==> src/rtl/xbar_arbiter_if.sv <==
// Handshake bundle between packet sources, downstream outputs and xbar_arbiter.
// The slave modport is the arbiter's view; master is the source/sink side.
interface xbar_arbiter_if #(
   parameter int unsigned NUM_INPUT  = 4,
   parameter int unsigned NUM_OUTPUT = 4
);
   localparam int unsigned IW = $clog2(NUM_INPUT);
   localparam int unsigned OW = $clog2(NUM_OUTPUT);

   logic [NUM_INPUT-1:0]       req_valid_i;
   logic [NUM_INPUT*OW-1:0]    req_dest_i;
   logic [NUM_INPUT-1:0]       req_last_i;
   logic [NUM_INPUT-1:0]       req_ready_o;
   logic [NUM_OUTPUT*IW-1:0]   select_vector_o;
   logic [NUM_OUTPUT-1:0]      out_valid_o;
   logic [NUM_OUTPUT-1:0]      out_ready_i;
   logic [NUM_OUTPUT-1:0]      timeout_o;

   modport slave (
      input  req_valid_i, req_dest_i, req_last_i, out_ready_i,
      output req_ready_o, select_vector_o, out_valid_o, timeout_o
   );

   modport master (
      output req_valid_i, req_dest_i, req_last_i, out_ready_i,
      input  req_ready_o, select_vector_o, out_valid_o, timeout_o
   );
endinterface

==> src/rtl/xbar_arbiter.sv <==
// Per-output round-robin packet arbiter; grants are held for a whole packet.
// Optional stall timeout is enabled by defining XBAR_ARB_TIMEOUT_EN.
module xbar_arbiter #(
   parameter int unsigned NUM_INPUT      = 4,
   parameter int unsigned NUM_OUTPUT     = 4,
   parameter int unsigned TIMEOUT_CYCLES = 64
) (
   input logic           clk_i,
   input logic           rst_i,
   xbar_arbiter_if.slave bus
);
   localparam int unsigned IW = $clog2(NUM_INPUT);
   localparam int unsigned OW = $clog2(NUM_OUTPUT);

   typedef enum logic {
      ST_IDLE = 1'b0,
      ST_BUSY = 1'b1
   } state_e;

   state_e          state_q [NUM_OUTPUT];
   state_e          state_d [NUM_OUTPUT];
   logic [IW-1:0]   owner_q [NUM_OUTPUT];
   logic [IW-1:0]   owner_d [NUM_OUTPUT];
   logic [IW-1:0]   ptr_q   [NUM_OUTPUT];
   logic [IW-1:0]   ptr_d   [NUM_OUTPUT];

   logic [OW-1:0]           dest [NUM_INPUT];
   logic [NUM_OUTPUT-1:0]   out_valid;
   logic [NUM_OUTPUT-1:0]   xfer;
   logic [NUM_OUTPUT-1:0]   found;
   logic [NUM_INPUT-1:0]    req_ready;
   logic [NUM_OUTPUT*IW-1:0] select;

`ifdef XBAR_ARB_TIMEOUT_EN
   localparam int unsigned SW = $clog2(TIMEOUT_CYCLES + 1);
   logic [SW-1:0]         stall_q [NUM_OUTPUT];
   logic [SW-1:0]         stall_d [NUM_OUTPUT];
   logic [NUM_OUTPUT-1:0] timeout_q;
   logic [NUM_OUTPUT-1:0] timeout_d;
`endif

   function automatic logic [IW-1:0] wrap_idx(input logic [IW-1:0] p, input int unsigned k);
      return IW'((32'(p) + k) % NUM_INPUT);
   endfunction

   always_comb begin
      for (int unsigned i = 0; i < NUM_INPUT; i++) begin
         dest[i] = bus.req_dest_i[i*OW +: OW];
      end
   end

   // Beat handshake is combinational from the owner's request; suppressed in reset.
   always_comb begin
      out_valid = '0;
      xfer      = '0;
      req_ready = '0;
      for (int unsigned o = 0; o < NUM_OUTPUT; o++) begin
         if (state_q[o] == ST_BUSY && !rst_i) begin
            out_valid[o] = bus.req_valid_i[owner_q[o]] && (dest[owner_q[o]] == OW'(o));
            xfer[o]      = out_valid[o] && bus.out_ready_i[o];
            if (xfer[o]) begin
               req_ready[owner_q[o]] = 1'b1;
            end
         end
      end
   end

   always_comb begin
      found = '0;
      for (int unsigned o = 0; o < NUM_OUTPUT; o++) begin
         state_d[o] = state_q[o];
         owner_d[o] = owner_q[o];
         ptr_d[o]   = ptr_q[o];
`ifdef XBAR_ARB_TIMEOUT_EN
         stall_d[o]   = stall_q[o];
         timeout_d[o] = 1'b0;
`endif
         if (state_q[o] == ST_IDLE) begin
            for (int unsigned k = 1; k <= NUM_INPUT; k++) begin
               if (!found[o] && bus.req_valid_i[wrap_idx(ptr_q[o], k)] &&
                   dest[wrap_idx(ptr_q[o], k)] == OW'(o)) begin
                  found[o]   = 1'b1;
                  owner_d[o] = wrap_idx(ptr_q[o], k);
                  state_d[o] = ST_BUSY;
`ifdef XBAR_ARB_TIMEOUT_EN
                  stall_d[o] = '0;
`endif
               end
            end
         end else if (xfer[o] && bus.req_last_i[owner_q[o]]) begin
            state_d[o] = ST_IDLE;
            ptr_d[o]   = owner_q[o];
`ifdef XBAR_ARB_TIMEOUT_EN
         end else if (xfer[o]) begin
            stall_d[o] = '0;
         end else if (stall_q[o] == SW'(TIMEOUT_CYCLES - 1)) begin
            // Release happens on the edge that completes the TIMEOUT_CYCLES-th idle BUSY cycle.
            state_d[o]   = ST_IDLE;
            ptr_d[o]     = owner_q[o];
            timeout_d[o] = 1'b1;
         end else begin
            stall_d[o] = stall_q[o] + 1'b1;
`endif
         end
      end
   end

   always_ff @(posedge clk_i) begin
      if (rst_i) begin
         for (int unsigned o = 0; o < NUM_OUTPUT; o++) begin
            state_q[o] <= ST_IDLE;
            owner_q[o] <= '0;
            ptr_q[o]   <= IW'(NUM_INPUT - 1);
`ifdef XBAR_ARB_TIMEOUT_EN
            stall_q[o] <= '0;
`endif
         end
`ifdef XBAR_ARB_TIMEOUT_EN
         timeout_q <= '0;
`endif
      end else begin
         for (int unsigned o = 0; o < NUM_OUTPUT; o++) begin
            state_q[o] <= state_d[o];
            owner_q[o] <= owner_d[o];
            ptr_q[o]   <= ptr_d[o];
`ifdef XBAR_ARB_TIMEOUT_EN
            stall_q[o] <= stall_d[o];
`endif
         end
`ifdef XBAR_ARB_TIMEOUT_EN
         timeout_q <= timeout_d;
`endif
      end
   end

   always_comb begin
      select = '0;
      for (int unsigned o = 0; o < NUM_OUTPUT; o++) begin
         select[o*IW +: IW] = owner_q[o];
      end
   end

   assign bus.select_vector_o = select;
   assign bus.out_valid_o     = out_valid;
   assign bus.req_ready_o     = req_ready;
`ifdef XBAR_ARB_TIMEOUT_EN
   assign bus.timeout_o = timeout_q;
`else
   assign bus.timeout_o = '0;
`endif
endmodule

==> src/flat_wrapper.sv <==
// flat-port wrapper written by rule: the top's interface ports become plain ports
module xbar_arbiter_flat 
#(
   parameter int unsigned NUM_INPUT      = 4,
   parameter int unsigned NUM_OUTPUT     = 4,
   parameter int unsigned TIMEOUT_CYCLES = 64
)
  (clk_i, rst_i, bus_req_valid_i, bus_req_dest_i, bus_req_last_i, bus_out_ready_i, bus_req_ready_o, bus_select_vector_o, bus_out_valid_o, bus_timeout_o);
  xbar_arbiter_if #(.NUM_INPUT(NUM_INPUT), .NUM_OUTPUT(NUM_OUTPUT)) bus_i ();
  input logic clk_i;
  input logic rst_i;
  input wire logic [$bits(bus_i.req_valid_i)-1:0] bus_req_valid_i;
  input wire logic [$bits(bus_i.req_dest_i)-1:0] bus_req_dest_i;
  input wire logic [$bits(bus_i.req_last_i)-1:0] bus_req_last_i;
  input wire logic [$bits(bus_i.out_ready_i)-1:0] bus_out_ready_i;
  output wire logic [$bits(bus_i.req_ready_o)-1:0] bus_req_ready_o;
  output wire logic [$bits(bus_i.select_vector_o)-1:0] bus_select_vector_o;
  output wire logic [$bits(bus_i.out_valid_o)-1:0] bus_out_valid_o;
  output wire logic [$bits(bus_i.timeout_o)-1:0] bus_timeout_o;
  assign bus_i.req_valid_i = bus_req_valid_i;
  assign bus_i.req_dest_i = bus_req_dest_i;
  assign bus_i.req_last_i = bus_req_last_i;
  assign bus_i.out_ready_i = bus_out_ready_i;
  assign bus_req_ready_o = bus_i.req_ready_o;
  assign bus_select_vector_o = bus_i.select_vector_o;
  assign bus_out_valid_o = bus_i.out_valid_o;
  assign bus_timeout_o = bus_i.timeout_o;
  xbar_arbiter #(.NUM_INPUT(NUM_INPUT), .NUM_OUTPUT(NUM_OUTPUT), .TIMEOUT_CYCLES(TIMEOUT_CYCLES)) u_core (.clk_i(clk_i), .rst_i(rst_i), .bus(bus_i));
endmodule
==> config.mk <==
export PLATFORM = sky130hd
export DESIGN_NAME = xbar_arbiter_flat
export DESIGN_NICKNAME = d
export VERILOG_FILES = /design/src/rtl/xbar_arbiter_if.sv /design/src/rtl/xbar_arbiter.sv /design/src/flat_wrapper.sv
export SDC_FILE = /design/constraint.sdc
export NUM_CORES = 1
export LEC_CHECK = 0
export ABC_AREA = 1
export ABC_CLOCK_PERIOD_IN_PS = 4400
export CAP_MARGIN = 0
export CORE_ASPECT_RATIO = 0.9
export CORE_MARGIN = 5
export CORE_UTILIZATION = 62
export DETAILED_ROUTE_END_ITERATION = 8
export MAX_ROUTING_LAYER = met4
export PLACE_DENSITY = 0.88
export SETUP_SLACK_MARGIN = 0.05
export SKIP_CTS_REPAIR_TIMING = 1
export SYNTH_ARGS = -nofsm -noshare
export SYNTH_HDL_FRONTEND = slang
export SYNTH_SLANG_ARGS = --single-unit
==> constraint.sdc <==
create_clock -name clk_i -period 4.4 [get_ports clk_i]
set_input_delay 0.66 -clock clk_i [delete_from_list [all_inputs] [get_ports clk_i]]
set_output_delay 0.66 -clock clk_i [all_outputs]
set_load 0.05 [all_outputs]
=== After elaboration in Yosys (flattened, before gate mapping) ===
Memory sizes are Yosys's and may differ from the RTL's.
Index checks and enable logic that the tools add are counted.

* Eq/ne operators: 15
* Reduce and logical (&&, ||, !) cells: 66
* Bitwise operators: 35
* Magnitude comparators: 44
* Add/sub/neg operators: 16
* Multiplexer cells: 219

{| class="wikitable"
|+ Operators by type and width
! kind !! number
|-
| $mux W2 || 76
|-
| $mux W1 || 87
|-
| $bmux W2 S2 || 20
|-
| $ge A3 B3 Y1 const B || 20
|-
| $lt A2 B3 Y1 const B || 20
|-
| $not A2 Y3 || 20
|-
| $bmux W1 S2 || 24
|-
| $logic_and A1 B1 Y1 || 48
|-
| $mux W4 || 8
|-
| $eq A2 B2 Y1 const B || 10
|-
| $add A2 B1 Y2 const B || 8
|-
| $add A2 B2 Y2 const B || 8
|-
| $logic_not A1 Y1 || 13
|-
| $or A1 B1 Y1 || 12
|-
| $or A4 B4 Y4 || 3
|-
| $eq A2 B1 Y1 const B || 5
|-
| $logic_not A2 Y1 || 5
|-
| $demux W1 S2 || 4
|-
| $ge A2 B1 Y1 const B || 4
|}

* Memories kept: 3
* Input port bits: 22
* Memory bits (writable): 20
* Word-level logic and storage cells: 398
* Register bits: 0
* Output and inout port bits: 20

{| class="wikitable"
|+ Memory list
! name !! depth !! bits a word !! rd ports !! clocked after Yosys merged registers in !! write ports !! line !! text
|-
| u_core.owner_q || 4 || 2 || 4 || 0 || 4 || xbar_arbiter.sv:22 || <nowiki>logic [IW-1:0] owner_q [NUM_OUTPUT];</nowiki>
|-
| u_core.ptr_q || 4 || 2 || 4 || 0 || 4 || xbar_arbiter.sv:24 || <nowiki>logic [IW-1:0] ptr_q [NUM_OUTPUT];</nowiki>
|-
| u_core.state_q || 4 || 1 || 4 || 0 || 4 || xbar_arbiter.sv:20 || <nowiki>state_e state_q [NUM_OUTPUT];</nowiki>
|}

=== Longest topological paths before layout ===
An unclocked memory read counts as a cell.

* Depth after elaboration: 26
* Depth in mapped cells: 15
* Mapped depth without buffers: 14

=== Worst setup path before layout ===
OpenSTA, ideal clock, no wires.

* Path type: reg-to-output
* Start: mem u_core.owner_q[0][0] (netlist bit)
* End: out bus_req_ready_o[1]
* Cell stages (with the launch flop): 10
* Arrival time: 2369 ps
* Required time: 3740 ps
* Path buffers: 2
* Slack: 1371 ps
* Cells stage by stage: dfxtp_1 > buf_2 > buf_4 > o21ai_0 > nand2_1 > nand2_1 > nor2_1 > and3_1 > nand3_1 > nand4_1

{| class="wikitable"
|+ RTL lines
! element !! line !! text
|-
| start: declaration || xbar_arbiter.sv:22 ||
|-
| end: declaration || flat_wrapper.sv:16 || <nowiki>output wire logic [$bits(bus_i.req_ready_o)-1:0] bus_req_ready_o;</nowiki>
|}

=== Worst setup path after layout ===
* Start: in bus_req_valid_i[1]
* End: out bus_out_valid_o[2]

* Word-level cells in the longest chain between the ends: 4

{| class="wikitable"
|+ RTL lines
! element !! line !! text
|-
| start: declaration || flat_wrapper.sv:12 || <nowiki>input wire logic [$bits(bus_i.req_valid_i)-1:0] bus_req_valid_i;</nowiki>
|-
| $bmux W1 S2 || xbar_arbiter.sv:59 || <nowiki>out_valid[o] = bus.req_valid_i[owner_q[o]] && (dest[owner_q[o]] == OW'(o));</nowiki>
|-
| $mux W1 (not written as such) || xbar_arbiter.sv:59 ||
|-
| $logic_and A1 B1 Y1 || xbar_arbiter.sv:59 ||
|-
| $mux W1 || xbar_arbiter.sv:58 || <nowiki>if (state_q[o] == ST_BUSY && !rst_i) begin</nowiki>
|-
| end: declaration || flat_wrapper.sv:18 || <nowiki>output wire logic [$bits(bus_i.out_valid_o)-1:0] bus_out_valid_o;</nowiki>
|}

Every way passes these cells. The select of a mux whose other input is x is not followed.

==> summary.txt <==
Hold WC Path Type - reg2reg
Clk slew on worst S/H paths - 0.07 ns
Status - complete, no violations
CP Capture Type - output port
# rows - 25
Post-route DRC - 0
Clock tree root driver cell - clkbuf_8
Drt total wl - 10.4 mm
Die Ht - 79.2 um
Initial antenna violation count - 0
Core area - 5220 um^2
CP required - 3.74 ns
Die area - 6890 um^2
Slew HR - 51.2%
Skew-Pair Late Insertion Delay - 0.27 ns
Period utilisation layout - 85.8%
Slowest cell delay on critical path - 0.83 ns
Io pins - 42
Power per cell area - 193 nW/um^2
Synthesis-to-finish area growth - 9.51%
Total global-route track usage - 31.8%
# fillers - 505
Final setup viols - 0
Synth warn - 0
Share of cells above drive strength 1 - 10.0%
Worst Setup SP - bus_req_valid_i[1]
Crit Path Max Fanout - 9
First-pass GRT wire length - 17.5 mm
Drt pass-1 iters - 5
Max Cap Viol - 0
Share of the yosys chip area belonging to registers - 12.1%
CP cell instances - clkdlybuf4s50_1 > inv_2 > nor2_1 > nor2_1 > nor4_2 > and2_1 > clkdlybuf4s50_1
Mean Syn Cell Area - 4.99 um^2
Post-route cell area - 3620 um^2
H-tree lvl count - 1
Clock sink total - 20
Via/cell ratio - 5.61
Post-synth EDFFs - 0
Avg WL per Cell - 13.9 um
Setup repair after global routing missed its margin - no
Cell Area, Placed - 3580 um^2
CTS tree - built
Fin crit period - 3.78 ns
Worst Tran Pin Value - 0.731 ns
Congestion Overflow GR - 0
Ys async rst share - 0%
ANT cells - 0
Initial Util - 63.2%
VDD IR max - 0.173 mV
Final Max Slew Viols - 0
Synth Register Bits - 20
Setup TNS Final - 0 ns
Slowest stage cell on the critical path - clkdlybuf4s50_1
Synth Cell Area - 3300 um^2
Endpoints failing hold - 0
Max Buffers Root-to-Sink - 2
Post-DRT Antenna Nets - 0
Synth cell types - 37
Detailed placement HPWL - 8.02 mm
Vias in the first global route - 3,749
LEAKAGE - 2.02 nW
Fmax - 265 MHz
Port bufs - 37
Routed via count - 4,194
Largest net degree at the start of global routing - 21
Ys flop type - dfxtp_1
Die width - 86.9 um
Worst EP arrival - 3.12 ns
RR Startpoint - u_core.ptr_q[2][0]
Worst Min Path Start - u_core.state_q[0][3]
Final net count - 704
TritonCTS Buffers - 3
GP Congestion - 1.08
Cell count after synthesis - 662
Initial DRC Count - 438
Critical path class - in2out
Startpoint types - primary input
Final Skew - 0.000525 ns
layout make-up:
type                       count  area (um^2)  area share [%]
timing repair buffer          40          383            10.6
tap                           67         83.8            2.32
clock buffer                   3         41.3            1.14
inverter                      77          297            8.20
multi-input combinational    540         2410            66.7
sequential                    20          400            11.1
cell families (layout without fill, tap and decap cells):
kind of cell / after synthesis / count (layout) / synth area share, %
other: 1 / 4 / 0.114
AO/OA/AOI/OAI: 59 / 59 / 10.6
AND/OR/NAND/NOR: 477 / 477 / 62.0
flip-flops: 20 / 20 / 12.1
buffers and inverters: 105 / 120 / 15.2
routing by layer:
layer | wire length, um | share of wire (%) | vias to the layer above | GRT usage (%)
met5 | 0 | 0 | - | -
met4 | 166 | 1.6 | 0 | 6.54
met3 | 1120 | 11 | 20 | 3.11
met2 | 4710 | 45 | 202 | 52.7
met1 | 4410 | 42 | 1873 | 42.1
li1 | - | - | 2099 | -
registers in the layout, summed over array words and instances, names as in the netlist:
| signal | cells |
|---|---|
| u_core.ptr_q | 8 |
| u_core.state_q | 4 |
| u_core.owner_q | 8 |
where the power goes:
| group | internal, mW | total, mW | leakage (nW) | switching, mW |
|---|---|---|---|---|
| combinational | 0.115 | 0.351 | 1.84 | 0.236 |
| sequential | 0.195 | 0.219 | 0.164 | 0.0234 |
| clock | 0.0613 | 0.127 | 0.0216 | 0.0657 |
path summary, 6_finish.rpt:
check	to	slack, ns	depth (start not counted)
worst max-delay path	bus_out_valid_o[2]	0.62	7
worst min-delay path	u_core.state_q[0][3]	0.51	2
worst max register to register	u_core.owner_q[0][4]	2.06	13
worst min register to register	u_core.state_q[0][3]	0.51	2
cells in the mapped netlist (6+ instances only):
cell type	n	area [um^2]
nand2_1	309	1160
nor2_1	68	255
inv_1	52	195
nand3_1	50	250
inv_2	23	86.3
dfxtp_1	20	400
o21ai_0	15	75.1
nand4_1	13	81.3
a21oi_1	12	60.1
o21ai_1	12	60.1
buf_2	11	55.1
nand2_2	11	68.8
buf_4	9	67.6
buf_6	7	78.8
nor2_4	6	67.6
worst max-delay path: cells and delay by family:
family                 cells  cell delay, ns
and+or+nand+nor            4            0.77
buffers and inverters      3            1.67
per-stage QoR:
step,cells,hold slack [ns],power [mW],utilization (%),worst slack [ns]
floorplan,665,0.449,0.471,-,1.37
global placement,744,0.501,0.558,68.5,0.718
detailed placement,744,0.494,0.565,68.5,0.696
CTS,747,0.507,0.692,69.2,0.673
global route,747,0.523,0.747,69.2,0.532
finish,747,0.507,0.696,69.2,0.625
layout by cell type (no fill, tap or decap), drive strengths merged, types with 3 or more instances in the layout:
master,synthesis,routed
nand2,320,320
conb,1,4
buf,27,7
nor2,79,79
nand4,13,13
a21oi,14,14
o22ai,5,5
nand3,55,55
o21ai,27,27
o221ai,4,4
clkdlybuf4s50,0,33
clkbuf,1,3
inv,76,76
dfxtp,20,20
o211ai,5,5
(Power assumes the default switching activity.)
